$ cat src/rtl/timer_ctrl.sv
// timer_ctrl: debounced start/stop + clear buttons sequencing a stopwatch (IDLE/RUNNING/PAUSED/FULL)
// with a gated 1/TICK_HZ prescaler and a BCD M:SS.t count; optional display lap-freeze under LAP_EN.
// Latency: button edge to state change = 2 sync + DEB_CYCLES + 1 cycles; no backpressure, inputs sampled every cycle.
module timer_ctrl #(
  parameter int CLK_HZ     = 12000000,
  parameter int TICK_HZ    = 10,
  parameter int DEB_CYCLES = 120000,
  parameter int MAX_MIN    = 9
) (
  input  logic        CLK,
  input  logic        RESET_N,
  input  logic        BTN_SS,
  input  logic        BTN_CLR,
  output logic        RUN,
  output logic        TICK,
  output logic        OVF,
  output logic        LAP_ACTIVE,
  output logic [15:0] DISP_DIGITS
);

  localparam int DIV = CLK_HZ / TICK_HZ;
  localparam int PW  = (DIV > 1) ? $clog2(DIV) : 1;
  localparam int DW  = $clog2(DEB_CYCLES + 1);
  localparam logic [PW-1:0] PRESC_LAST = PW'(DIV - 1);
  localparam logic [DW-1:0] DEB_LAST   = DW'(DEB_CYCLES - 1);

  typedef enum logic [1:0] {IDLE, RUNNING, PAUSED, FULL} state_t;

  state_t          state, state_n;
  logic            clr_count;
  logic [1:0]      sync1, sync2, deb, deb_q;
  logic [DW-1:0]   deb_cnt [2];
  logic            ss_p, clr_p;
  logic [PW-1:0]   presc;
  logic [3:0]      d_min, d_sten, d_sunit, d_tenth;
  logic [15:0]     count;
  logic            at_max;
  logic            run_q;

  // Two-flop synchronisers plus per-button stability counters; bit 0 = start/stop, bit 1 = clear.
  always_ff @(posedge CLK or negedge RESET_N) begin
    if (!RESET_N) begin
      sync1 <= '0;
      sync2 <= '0;
      deb   <= '0;
      deb_q <= '0;
      for (int i = 0; i < 2; i++) deb_cnt[i] <= '0;
    end else begin
      sync1 <= {BTN_CLR, BTN_SS};
      sync2 <= sync1;
      deb_q <= deb;
      for (int i = 0; i < 2; i++) begin
        if (sync2[i] != deb[i]) begin
          if (deb_cnt[i] == DEB_LAST) begin
            deb[i]     <= sync2[i];
            deb_cnt[i] <= '0;
          end else begin
            deb_cnt[i] <= deb_cnt[i] + 1'b1;
          end
        end else begin
          deb_cnt[i] <= '0;
        end
      end
    end
  end

  assign ss_p  = deb[0] & ~deb_q[0];
  assign clr_p = deb[1] & ~deb_q[1];

  assign count  = {d_min, d_sten, d_sunit, d_tenth};
  assign at_max = (d_min == 4'(MAX_MIN)) && (d_sten == 4'd5) && (d_sunit == 4'd9) && (d_tenth == 4'd9);
  assign TICK   = (state == RUNNING) && (presc == PRESC_LAST);
  assign OVF    = TICK && at_max;
  assign RUN    = run_q;

  // Next-state logic; reaching the count ceiling wins over a simultaneous start/stop press.
  always_comb begin
    state_n   = state;
    clr_count = 1'b0;
    case (state)
      IDLE:    if (ss_p) state_n = RUNNING;
      RUNNING: begin
        if (TICK && at_max) state_n = FULL;
        else if (ss_p)      state_n = PAUSED;
      end
      PAUSED: begin
        if (clr_p) begin
          state_n   = IDLE;
          clr_count = 1'b1;
        end else if (ss_p) begin
          state_n = RUNNING;
        end
      end
      FULL: begin
        if (clr_p) begin
          state_n   = IDLE;
          clr_count = 1'b1;
        end
      end
      default: state_n = IDLE;
    endcase
  end

  // State register; RUN is registered from the next state so it lines up with the state itself.
  always_ff @(posedge CLK or negedge RESET_N) begin
    if (!RESET_N) begin
      state <= IDLE;
      run_q <= 1'b0;
    end else begin
      state <= state_n;
      run_q <= (state_n == RUNNING);
    end
  end

  // Prescaler: counts while running, holds the fractional period while paused, clears otherwise.
  always_ff @(posedge CLK or negedge RESET_N) begin
    if (!RESET_N) begin
      presc <= '0;
    end else if (state == RUNNING) begin
      presc <= TICK ? '0 : presc + 1'b1;
    end else if (state != PAUSED) begin
      presc <= '0;
    end
  end

  // BCD cascade; saturates at the ceiling instead of wrapping.
  always_ff @(posedge CLK or negedge RESET_N) begin
    if (!RESET_N) begin
      {d_min, d_sten, d_sunit, d_tenth} <= '0;
    end else if (clr_count) begin
      {d_min, d_sten, d_sunit, d_tenth} <= '0;
    end else if (TICK && !at_max) begin
      if (d_tenth != 4'd9) begin
        d_tenth <= d_tenth + 4'd1;
      end else begin
        d_tenth <= 4'd0;
        if (d_sunit != 4'd9) begin
          d_sunit <= d_sunit + 4'd1;
        end else begin
          d_sunit <= 4'd0;
          if (d_sten != 4'd5) begin
            d_sten <= d_sten + 4'd1;
          end else begin
            d_sten <= 4'd0;
            d_min  <= d_min + 4'd1;
          end
        end
      end
    end
  end

`ifdef LAP_EN
  logic        lap_q;
  logic [15:0] snap;

  // Lap freeze: clear toggles it while running; any exit from RUNNING drops it the same cycle.
  always_ff @(posedge CLK or negedge RESET_N) begin
    if (!RESET_N) begin
      lap_q <= 1'b0;
      snap  <= '0;
    end else if (state_n != RUNNING) begin
      lap_q <= 1'b0;
    end else if ((state == RUNNING) && clr_p && !ss_p) begin
      lap_q <= ~lap_q;
      if (!lap_q) snap <= count;
    end
  end

  assign LAP_ACTIVE  = lap_q;
  assign DISP_DIGITS = lap_q ? snap : count;
`else
  assign LAP_ACTIVE  = 1'b0;
  assign DISP_DIGITS = count;
`endif

endmodule

$ cat config.mk
export PLATFORM = sky130hd
export DESIGN_NAME = timer_ctrl
export DESIGN_NICKNAME = d
export VERILOG_FILES = /design/src/rtl/timer_ctrl.sv
export SDC_FILE = /design/constraint.sdc
export NUM_CORES = 1
export LEC_CHECK = 0
export BUFFER_PORTS_ARGS = -buffer_cell sky130_fd_sc_hd__buf_4
export CORE_MARGIN = 2
export CORE_UTILIZATION = 30
export CTS_BUF_LIST = sky130_fd_sc_hd__clkbuf_4 sky130_fd_sc_hd__clkbuf_8
export CTS_CLUSTER_DIAMETER = 30
export DETAILED_ROUTE_END_ITERATION = 16
export PLACE_DENSITY_LB_ADDON = 0.08
export SYNTH_ARGS = -nofsm -noshare
export SYNTH_HDL_FRONTEND = slang
export SYNTH_SLANG_ARGS = --single-unit
$ cat constraint.sdc
create_clock -name CLK -period 6.2 [get_ports CLK]
set_clock_uncertainty 0.05 [all_clocks]
set_input_delay 0.31 -clock CLK [delete_from_list [all_inputs] [get_ports CLK]]
set_output_delay 0.31 -clock CLK [all_outputs]
set_load 0.05 [all_outputs]
# == After elaboration in Yosys (flattened, before gate mapping) ==
# Cells that the tools add are included.
# word_totals
inputBits,4
register_bits,82
wordCells,93
out_inout_bits,20
# op_classes
eq_ne,20
reduce_logical,16
mux,32
n_addsub,7
bitwise,4
# ops
operator,count
2-to-1 mux 17 bit,4
2-to-1 mux 4 bit,17
2-to-1 mux 21 bit,3
adder 17 x 1 -> 17 bit (second input constant),2
equality test 17 bit (second input constant),2
adder 21 x 1 -> 21 bit (second input constant),1
equality test 21 bit (second input constant),1
adder 4 x 1 -> 4 bit (second input constant),4
equality test 4 bit (second input constant),3
2-to-1 mux 2 bit,5
!= test 2 bit (second input constant),4
!= test 4 bit (second input constant),2
case mux 2 bit (4 select lines),1
logical AND 1 bit,6
AND reduction 2 bit,3
equality test 2 x 1 -> 1 bit (second input constant),2
equality test 2 bit (second input constant),2
equality test 4 x 3 -> 1 bit (second input constant),1
!= test 4 x 3 -> 1 bit (second input constant),1
AND reduction 4 bit,1
nonzero test 2 bit,2
AND reduction 3 bit,1
AND 1 bit,2
logical NOT 2 bit,1
other kinds (5),8

# == Longest topological paths before layout ==
# depth
depth_word,8
ltp_mapped,8
ltp_nobuf,7

# == Worst setup path before layout ==
# Ideal clock, no wire load.
# synth_timing
path_type,register -> register
from,register d_tenth[1]
to,register state[1]
t_arrival_ps,3321
path_buffers,1
synth_period_minus_slack_ps,3450
path_stages_with_launch,7
setup_ps,79
t_required_ps,6071
setup_slack_ps,2750
cell_sequence,dfrtp_1 > clkbuf_1 > nor4bb_1 > nor4b_1 > nor3b_1 > o21ai_0 > a21oi_1
# synth_via
elab_chain_cells,5
# synth_lines
item,line,text
"start, declared",35,"logic [3:0] d_min, d_sten, d_sunit, d_tenth;"
"start signal, assigned",134,d_tenth <= d_tenth + 4'd1;
equality test 4 bit,71,assign at_max = (d_min == 4'(MAX_MIN)) && (d_sten == 4'd5) && (d_sunit == 4'd9) && (d_tenth == 4'd9);
logical AND 1 bit,71,
logical AND 1 bit,-,
via OVF,16,"output logic OVF,"
2-to-1 mux 2 bit,83,if (TICK && at_max) state_n = FULL;
case mux 2 bit (4 select lines),80,case (state)
via state_n[1],29,"state_t state, state_n;"
"end signal, assigned",110,state <= state_n;
"end, declared",29,
# The timed path passes the listed nets, and every way through them passes these cells.
# A chain may end at the register's enable or synchronous reset.

# == Worst setup path in the final report ==
# layout_timing
from,register d_tenth[1]
to,output port OVF
# layout_via
elab_chain_cells,3
# layout_lines
item,line,text
equality test 4 bit,71,
logical AND 1 bit,71,
logical AND 1 bit,73,assign OVF = TICK && at_max;
"end, declared",16,
# Every way passes these cells.

==> results by group <==
Clock network
  – Post_cts resized: 0
  – Worst skew pair latency: 0.37 ns
  – CTS Buf Count: 9
  – Clock sinks: 82
  – CTS tree: done
  – Root Buffer: clkbuf_8
  – Clock transition at the registers of the reported paths: 0.09 ns
  – Max clock buf depth: 2
  – Htree depth: 3

Routing
  – Drt first pass iters: 4
  – Drt drc: 0
  – Drt via density: 4.92
  – DR WL/cell: 13.5 µm
  – WL final: 8500 µm
  – Vias post-DR: 3088
  – DR iter-0 viols: 144
  – Final ANT Viol Nets: 0

STA
  – Final hold vios: 0
  – Worst rel slew slack: 0.295
  – RSZ-0062 raised after global routing: no
  – Max Slew Vio Count: 0
  – Worst setup margin: 3.01 ns
  – Fin crit share: 0.514
  – Slew @ Worst Pin: 1.06 ns
  – Endpoints failing setup: 0
  – Fmax: 314 MHz
  – Fin Hold WS: 0.0633 ns
  – Min Tclk post-route: 3.19 ns
  – Sum of negative setup slack: 0 ns

Place
  – Pre-CTS WS: 3.26 ns
  – Dpl hpwl: 5580 µm
  – Port buffer count: 22
  – Placer congestion estimate: 0.746

GRT
  – Total track usage: 0.128
  – Vias in the first global route: 3022
  – Total grt overflow: 0
  – First-pass GRT wire length: 14900 µm
  – Antenna violations before repair: 0
  – Largest net degree at the start of global routing: 83

Logic synthesis
  – Netlist cell types: 53
  – Cell area after synthesis: 4130 µm²
  – Register bit total from synthesis: 82
  – Warnings, synthesis: 0
  – Post-synth top flop: dfrtp_1
  – Gate Count Post-Synth: 428
  – Mean Syn Cell Area: 9.65 µm²
  – Sequential-to-total area share from yosys stat: 0.497
  – Number of enable flip-flop cells after synthesis: 0
  – Syn_nets: 437
  – Post-synth ARST share: 1.00

Die
  – Die Wd: 121 µm
  – Core Area: 13300 µm²
  – Initial core utilization: 0.309
  – Die Ht: 121 µm
  – Total Die Area: 14700 µm²
  – Ports: 24
  – Num rows: 42

Worst hold path
  – Hold WC Path Type: in2async

Layout
  – Layout Utilization: 0.351
  – Multi-input logic area: 1980 µm²
  – Register Area: 2050 µm²
  – Nets@finish: 456
  – Layout filler cell count: 1389
  – Area added between synthesis and finish: 13.6%
  – Layout cells sized above 1: 0.115
  – Number of antenna diodes: 0

Critical path
  – Critical path launch point type: flip-flop
  – Max incr delay on CP: 0.59 ns
  – Critical Path AT: 2.83 ns
  – Worst EP required: 5.84 ns
  – Crit path max-delay family: simple AND/OR/NAND/NOR gates
  – CP Class: reg2out
  – CP Cell Sequence: nor4bb_1 > nor4b_1 > nor3b_1 > buf_4
  – Slowest-stage cell, CP: nor4b_1
  – Crit. End Element: output port
  – Flop2flop setup slack: 3.22 ns
  – Worst Path Max Fanout: 10
  – CP bufs+invs: 1

Power
  – Worst VDD drop: 0.113 mV
  – PwrDens: 215 nW/µm²
  – Leak: 1.94 nW

Job
  – Max-cap violation count: 0

Status
  – Outcome: complete, no violations
kinds of logic after synthesis:
kind of cell | Yosys count | share of synthesized area
AO/OA/AOI/OAI | 77 | 0.114
XOR/XNOR | 36 | 0.0764
adder cells (fa/ha/maj) | 5 | 0.0152
buffers and inverters | 24 | 0.0233
flip-flops | 82 | 0.497
multiplexers | 4 | 0.0103
other | 1 | 0.000908
AND/OR/NAND/NOR | 199 | 0.263
per-layer routing:
| layer | GRT usage | up-vias | wire length [µm] |
|---|---|---|---|
| met4 | 0.0409 | 0 | 116 |
| li1 | - | 1568 | - |
| met3 | 0.0456 | 8 | 322 |
| met5 | 0 | - | 0 |
| met1 | 0.169 | 1473 | 4310 |
| met2 | 0.194 | 39 | 3750 |
cells in the final DEF, fill, tap and decap left out, types with 2 or more instances in the layout:
master	synthesis	routed
bufinv_16	0	2
nand4bb_1	2	2
nor4b_1	3	3
nand3_1	23	23
a31oi_1	11	11
o31ai_1	6	6
buf_4	1	22
mux2_2	2	2
xor2_1	15	15
or3_1	4	4
or2_2	2	2
xnor2_1	21	21
a21oi_1	22	22
and2_1	4	4
and3_1	8	8
nor4_1	9	9
nor3_1	12	12
o21ai_0	22	22
nand2b_1	7	7
dfrtp_1	82	82
mux2i_1	2	2
a31o_2	2	2
clkbuf_8	0	9
a22o_1	3	3
a21o_1	4	4
ha_1	5	5
nand3b_1	2	2
nor3b_1	2	2
a41oi_1	2	2
or4_1	7	7
or3_2	2	2
inv_1	8	8
and4_1	3	3
nand4_1	13	13
inv_6	0	3
nand2_1	24	24
nor2_1	56	56
nor2b_1	7	7
dlygate4sd3_1	0	2
cell type report:
type,count,area share
flip-flops and latches,82,0.437
multi-input cells,322,0.422
well taps,176,0.0469
repair buffers,24,0.0395
clock buffers,9,0.0264
clock inverters,7,0.0211
inverters,8,0.00640
flip-flops by register name (all words and copies together), names as in the netlist:
register  flops
deb_cnt      34
presc        21
d_min         4
d_sten        4
d_sunit       4
d_tenth       4
deb           2
deb_q         2
state         2
sync1         2
sync2         2
RUN           1
worst paths after layout:
kind | depth (start not counted) | start | to
worst max-delay path | 4 | d_tenth[1]$_DFFE_PN0P_ | OVF
worst min-delay path | 1 | RESET_N | d_min[3]$_DFFE_PN0P_
worst max register to register | 6 | presc[0]$_DFFE_PN0P_ | d_min[3]$_DFFE_PN0P_
worst min register to register | 0 | sync1[1]$_DFF_PN0_ | sync2[1]$_DFF_PN0_
max in group asynchronous | 1 | RESET_N | deb_cnt[3]$_DFF_PN0_
min in group CLK | 0 | sync1[1]$_DFF_PN0_ | sync2[1]$_DFF_PN0_
synth_stat cells (3+ instances only):
cell type,count,area [µm²]
dfrtp_1,82,2050
nor2_1,56,210
nand2_1,24,90.1
nand3_1,23,115
a21oi_1,22,110
o21ai_0,22,110
xnor2_1,21,184
xor2_1,15,131
nand4_1,13,81.3
clkbuf_1,12,45.0
nor3_1,12,60.1
a31oi_1,11,68.8
nor4_1,9,56.3
and3_1,8,50.1
inv_1,8,30.0
nand2b_1,7,43.8
nor2b_1,7,43.8
or4_1,7,52.6
o31ai_1,6,45.0
ha_1,5,62.6
a21o_1,4,30.0
and2_1,4,25.0
or3_1,4,25.0
a22o_1,3,26.3
and4_1,3,26.3
nor4b_1,3,26.3
per-stage QoR:
step | area (µm²) | power (mW) | std cells
floorplan | 4130 | 0.564 | 428
global placement | 4450 | 0.578 | 610
detailed placement | 4450 | 0.578 | 610
CTS | 4690 | 1.03 | 628
global route | 4690 | 1.06 | 628
finish | 4690 | 1.01 | 628
worst register-to-register path: stages, from the launching register on:
cell	delay (ns)
dfrtp_1	0.43
ha_1	0.27
nand3_4	0.11
or4_1	0.66
or4_1	0.71
or4_1	0.52
a21oi_1	0.16
power breakdown:
part	leakage, nW	internal, mW	switching [mW]
clock network	0.111	0.230	0.210
logic	0.701	0.00592	0.0185
registers	1.13	0.539	0.00352
total	1.94	0.775	0.233
what timing repair did:
| action | in CTS | in global routing |
|---|---|---|
| endpoints found under the hold margin | 2 | 0 |
| buffers inserted | 0 | 0 |
| hold buffers | 2 | 0 |
| setup endpoints to repair | 0 | 0 |
(Power assumes the default switching activity.)
